$ cat config.mk
export PLATFORM = sky130hd
export DESIGN_NAME = keypad_operand_entry
export DESIGN_NICKNAME = d
export VERILOG_FILES = /design/src/rtl/divisor_pkg.sv /design/src/rtl/inactivity_timer.sv /design/src/rtl/keypad_operand_entry.sv
export SDC_FILE = /design/constraint.sdc
export NUM_CORES = 1
export LEC_CHECK = 0
export ABC_CLOCK_PERIOD_IN_PS = 3400
export CAP_MARGIN = 5
export CORE_UTILIZATION = 54
export CTS_CLUSTER_SIZE = 12
export DETAILED_ROUTE_END_ITERATION = 6
export GPL_TIMING_DRIVEN = 0
export PLACE_DENSITY = 0.79
export SLEW_MARGIN = 40
export SYNTH_ARGS = -nofsm -noshare
export SYNTH_HDL_FRONTEND = slang
export SYNTH_SLANG_ARGS = --single-unit
export TNS_END_PERCENT = 100
$ cat constraint.sdc
create_clock -name clk -period 3.4 [get_ports clk]
set_input_delay 1.02 -clock clk [delete_from_list [all_inputs] [get_ports clk]]
set_output_delay 1.02 -clock clk [all_outputs]
set_load 0.01 [all_outputs]
$ cat src/rtl/divisor_pkg.sv
// Shared types and widths for the keypad operand-entry path into the divider.
package divisor_pkg;

  localparam int unsigned OPW  = 8;
  localparam int unsigned NIBW = 4;

  typedef enum logic [2:0] {
    A_HI,
    A_LO,
    B_HI,
    B_LO,
    LAUNCH,
    WAIT_DONE,
    SHOW
  } entry_state_t;

  typedef enum logic [1:0] {
    PH_A    = 2'd0,
    PH_B    = 2'd1,
    PH_DIV  = 2'd2,
    PH_SHOW = 2'd3
  } phase_t;

  // Display phase reported for each entry state.
  function automatic phase_t phase_of(input entry_state_t s);
    case (s)
      A_HI, A_LO:        phase_of = PH_A;
      B_HI, B_LO:        phase_of = PH_B;
      LAUNCH, WAIT_DONE: phase_of = PH_DIV;
      default:           phase_of = PH_SHOW;
    endcase
  endfunction

endpackage

$ cat src/rtl/inactivity_timer.sv
// Down-counter that flags CYCLES enabled cycles since the last clr.
// expire is high for the cycle in which the terminal count is reached.
module inactivity_timer #(
  parameter int unsigned CYCLES = 50_000_000
) (
  input  logic clk,
  input  logic rst,
  input  logic clr,
  input  logic en,
  output logic expire
);

  localparam int unsigned CW = $clog2(CYCLES);
  localparam logic [CW-1:0] LOAD = CW'(CYCLES - 1);

  logic [CW-1:0] cnt_q, cnt_d;
  logic          expire_q, expire_d;

  always_comb begin
    cnt_d    = cnt_q;
    expire_d = 1'b0;
    if (clr) begin
      cnt_d = LOAD;
    end else if (en && (cnt_q != '0)) begin
      cnt_d    = cnt_q - CW'(1);
      expire_d = (cnt_q == CW'(1));
    end
  end

  always_ff @(posedge clk or negedge rst) begin
    if (!rst) begin
      cnt_q    <= '0;
      expire_q <= 1'b0;
    end else begin
      cnt_q    <= cnt_d;
      expire_q <= expire_d;
    end
  end

  assign expire = expire_q;

endmodule

$ cat src/rtl/keypad_operand_entry.sv
// Assembles dividend and divisor from hex key events, launches the divider,
// and holds the operands until the divider reports done.
module keypad_operand_entry
  import divisor_pkg::*;
#(
  parameter int unsigned TIMEOUT_CYC = 50_000_000
) (
  input  logic              clk,
  input  logic              rst,
  input  logic              key_valid,
  input  logic [NIBW-1:0]   key_code,
  input  logic              div_done,
  output logic [OPW-1:0]    a_bin,
  output logic [OPW-1:0]    b_bin,
  output logic              div_start,
  output logic [1:0]        phase,
  output logic [2*OPW-1:0]  disp_word,
  output logic              err_div0
);

  entry_state_t state_q, state_d;
  logic [OPW-1:0] a_q, a_d, b_q, b_d;
  logic           err_q, err_d;
  logic           start_q, start_d;
  phase_t         phase_q, phase_d;
  logic           tmo_clr, tmo_en, tmo_expire;

  inactivity_timer #(.CYCLES(TIMEOUT_CYC)) u_timer (
    .clk    (clk),
    .rst    (rst),
    .clr    (tmo_clr),
    .en     (tmo_en),
    .expire (tmo_expire)
  );

  // Next-state and operand update; a key always beats a same-cycle timeout.
  always_comb begin
    state_d = state_q;
    a_d     = a_q;
    b_d     = b_q;
    err_d   = err_q;
    tmo_clr = 1'b0;
    tmo_en  = (state_q == A_LO) || (state_q == B_HI) || (state_q == B_LO);

    case (state_q)
      A_HI, SHOW: begin
        if (key_valid) begin
          a_d     = {key_code, {NIBW{1'b0}}};
          b_d     = '0;
          err_d   = 1'b0;
          tmo_clr = 1'b1;
          state_d = A_LO;
        end
      end
      A_LO, B_HI: begin
        if (key_valid) begin
          err_d   = 1'b0;
          tmo_clr = 1'b1;
          if (state_q == A_LO) begin
            a_d[NIBW-1:0] = key_code;
            state_d       = B_HI;
          end else begin
            b_d     = {key_code, {NIBW{1'b0}}};
            state_d = B_LO;
          end
        end else if (tmo_expire) begin
          a_d     = '0;
          b_d     = '0;
          err_d   = 1'b0;
          tmo_clr = 1'b1;
          state_d = A_HI;
        end
      end
      B_LO: begin
        if (key_valid) begin
          tmo_clr = 1'b1;
          if ({b_q[OPW-1:NIBW], key_code} == '0) begin
            err_d   = 1'b1;
            b_d     = '0;
            state_d = B_HI;
          end else begin
            b_d[NIBW-1:0] = key_code;
            err_d         = 1'b0;
            state_d       = LAUNCH;
          end
        end else if (tmo_expire) begin
          b_d     = '0;
          tmo_clr = 1'b1;
          state_d = B_HI;
        end
      end
      LAUNCH:    state_d = WAIT_DONE;
      WAIT_DONE: if (div_done) state_d = SHOW;
      default:   state_d = A_HI;
    endcase

    start_d = (state_q == LAUNCH);
    phase_d = phase_of(state_d);
  end

  always_ff @(posedge clk or negedge rst) begin
    if (!rst) begin
      state_q <= A_HI;
      a_q     <= '0;
      b_q     <= '0;
      err_q   <= 1'b0;
      start_q <= 1'b0;
      phase_q <= PH_A;
    end else begin
      state_q <= state_d;
      a_q     <= a_d;
      b_q     <= b_d;
      err_q   <= err_d;
      start_q <= start_d;
      phase_q <= phase_d;
    end
  end

  assign a_bin     = a_q;
  assign b_bin     = b_q;
  assign err_div0  = err_q;
  assign div_start = start_q;
  assign phase     = phase_q;
  assign disp_word = {a_q, b_q};

endmodule

==> key figures <==
Run status
  – Status: finished clean

Route
  – DR WL/cell: 14.80 um
  – DR vias/cell: 5.921
  – Drt first pass iters: 4
  – Number of DRC markers in iteration 0: 163
  – WL final: 6.022 mm
  – Post-DRT Antenna Nets: 0
  – DRC violations left: 0
  – Vias: 2410

Pwr
  – VDD IR max: 479.5 uV
  – Static Leak: 1.351 nW
  – PwrDens: 685.7 mW/mm2

CTS
  – CTS clk-pin slew, worst paths: 0.11 ns
  – Clock latency on the worst-skew pair: 0.32 ns
  – Root Buffer: clkbuf_8
  – CTS tree: yes
  – Post-CTS resize count: 0
  – H-tree depth: 2
  – Number of CTS-inserted buffers: 5
  – CTS sink count: 50
  – Setup Fix Bufs, Post-CTS: 0
  – Hold-fix buffers at CTS: 0
  – Clock Path Buffers: 2

Worst setup path
  – Max incr delay on CP: 0.44 ns
  – Max Fanout on Critical Path: 10
  – R2r worst-path depth: 6
  – CP most frequent cell: clkbuf_1
  – Setup crit start kind: primary input
  – Worst path slowest cell: clkdlybuf4s50_1
  – Critical path class: primary input to flop
  – CP cell instances: clkdlybuf4s50_1 -> clkbuf_1 -> inv_1 -> a21o_1 -> and2_1 -> clkbuf_1 -> clkbuf_1 -> nand3_1
  – Critical Path RT: 3.59 ns
  – Worst setup path start: key_valid
  – FF-to-FF setup slack: 0.70 ns
  – Reg2Reg Capture Point: u_timer.cnt_q[24]
  – Worst r2r src: u_timer.cnt_q[10]
  – Crit path DAT: 3.06 ns
  – CP Capture Type: flop

Yosys
  – Netlist Area Pre-Place: 0.002751 mm2
  – Yosys warns: 0
  – Yosys reg bits: 50
  – FFs w/ async S/R, synth: 100.0%
  – Syn_nets: 298
  – Sequential share of the synthesized area: 45.48%
  – EDFF count, synth: 0
  – Most common cell in the netlist: dfrtp_1
  – Top cells by area, synth: dfrtp_1 (45%), buf_4 (4.4%), a22o_1 (3.2%)
  – Synth area leader: dfrtp_1
  – Avg Cell Area, Syn: 9.553 um2
  – Commonest cells in the netlist: dfrtp_1 (50), nand2_1 (23), nor2_1 (18), buf_4 (16), a21oi_1 (15)
  – Synth top area share: 45.48%
  – Synth unique cells: 55
  – Post-Synthesis Cells: 288
  – Top FF cell, synth: dfrtp_1

Global routing
  – GRT Resource Usage Total: 24.25%
  – Largest net degree at the start of global routing: 32
  – Initial antenna violation count: 0
  – Number of global-route vias before repair: 2177
  – GRT overflow: 0
  – First-pass GRT wire length: 10.07 mm

STA
  – Worst Tran Pin Value: 0.6233 ns
  – Final hold vios: 0
  – Worst setup margin: 0.5236 ns
  – Setup Skew: 0.01582 ns
  – Max frequency: 347.7 MHz
  – Max_slew headroom: 58.06%
  – Period utilisation layout: 84.60%
  – Hold WS: 0.5170 ns
  – Slew Viols, Final: 0
  – Setup violations, final: 0
  – Min cycle time layout: 2.876 ns
  – RSZ-0062 raised after global routing: no
  – Setup TNS: 0 ns

Final layout
  – Final nets: 349
  – Synth-to-Final Area Change: 23.10%
  – Share of layout cells above drive strength 1: 12.65%
  – Finished Layout Cells: 407
  – Fillcell total: 400
  – Antenna Cells: 0
  – Final cell utilization of the core: 70.31%

Die
  – Die width: 73.38 um
  – I/O pins: 44
  – Row cnt: 25
  – Die ar.: 0.005385 mm2
  – Core ar.: 0.004817 mm2
  – Initial Utilization: 57.12%
  – Die Y: 73.38 um

Hold path
  – Cell count of the worst hold path: 1
  – Hold Crit Start: err_div0
  – Min-Delay Path Class: flop to flop
  – Hold endpoint: err_div0

Placement
  – Total placed cells including tap cells: 399
  – PortBufs: 43
  – Setup slack at placement: 0.2122 ns
  – DPL Wire Length: 4.466 mm
  – Routability cong.: 0.8905

Flow run
  – Max-Cap Viols: 0
[placed cells by master (no fill, tap or decap), drive strengths merged, types with 2 or more instances in the layout]
master and count:
clkdlybuf4s50 42, mux2i 5, nand2b 5, and4 3, dfrtp 50, nor4b 2, clkbuf 13, nand2 23
nor3 6, mux2 5, nor2 18, a31oi 3, a21o 3, o22ai 3, nor2b 3, or3 10
a22o 10, buf 20, a21oi 15, nand3 10, nand3b 2, xor2 5, o21a 3, inv 12
and2 2, a211o 2, a211oi 2, o21ai 17, ha 2, nand4 4, nor4 7, o31ai 2
or4 7, and3 8, xnor2 2
[cell type report]
class | instances | area, um2 | area share [%]
Multi-Input combinational cell | 202 | 1313 | 38.75
Sequential cell | 50 | 1251 | 36.94
Timing Repair Buffer | 44 | 447.9 | 13.22
Buffer | 26 | 158.9 | 4.692
Tap cell | 67 | 83.83 | 2.475
Clock buffer | 5 | 68.82 | 2.032
Inverter | 10 | 37.54 | 1.108
Clock inverter | 3 | 26.28 | 0.7758
[flip-flops by register name, summed over array words and instances (netlist names)]
signal	cells
state_q	3
err_div0	1
b_bin	8
a_bin	8
u_timer.expire	1
div_start	1
phase	2
u_timer.cnt_q	26
[how the worst max path moves through the flow]
stage / end / cells past startpoint
floorplan: u_timer.cnt_q[24] / 6
detailed placement: u_timer.cnt_q[14] / 8
global route: u_timer.cnt_q[22] / 8
finish: u_timer.cnt_q[14] / 8
global placement: u_timer.cnt_q[19] / 1
CTS: u_timer.cnt_q[14] / 8
[routing by layer]
layer  up-vias  global-route usage, %  routed length [um]
met4         0                  7.265                  53
li1       1141                      -                   -
met1      1208                  35.27                2897
met2        56                  36.52                2825
met3         5                  4.938                 247
met5         -                      0                   0
[kinds of logic after synthesis]
family                   synth area share (%)
XOR/XNOR                                2.228
AND/OR/NAND/NOR                         23.74
multiplexers                            3.865
flip-flops                              45.48
buffers and inverters                   7.140
adder cells (fa/ha/maj)                0.9094
AO/OA/AOI/OAI                           16.64
[where the power goes]
group	switching [mW]	internal [mW]	total (mW)
Clock	0.218	0.152	0.370
Sequential	0.108	0.719	0.827
Combinational	0.507	0.618	1.12
[critical path: cells and delay by family]
kind                   cells  cell delay, ns
AO/OA/AOI/OAI              1            0.18
buffers and inverters      5            1.59
AND/OR/NAND/NOR            2            0.28
[metrics by stage]
| step | area (um2) | total power [mW] |
|---|---|---|
| 6_report | 3387 | 2.322 |
| 2_1_floorplan | 2751 | 1.451 |
| 3_3_place_gp | 3266 | 1.941 |
| 3_5_place_dp | 3283 | 1.967 |
| 4_1_cts | 3378 | 2.333 |
| 5_1_grt | 3387 | 2.469 |
Note: power is estimated with default switching activity, not from simulation.
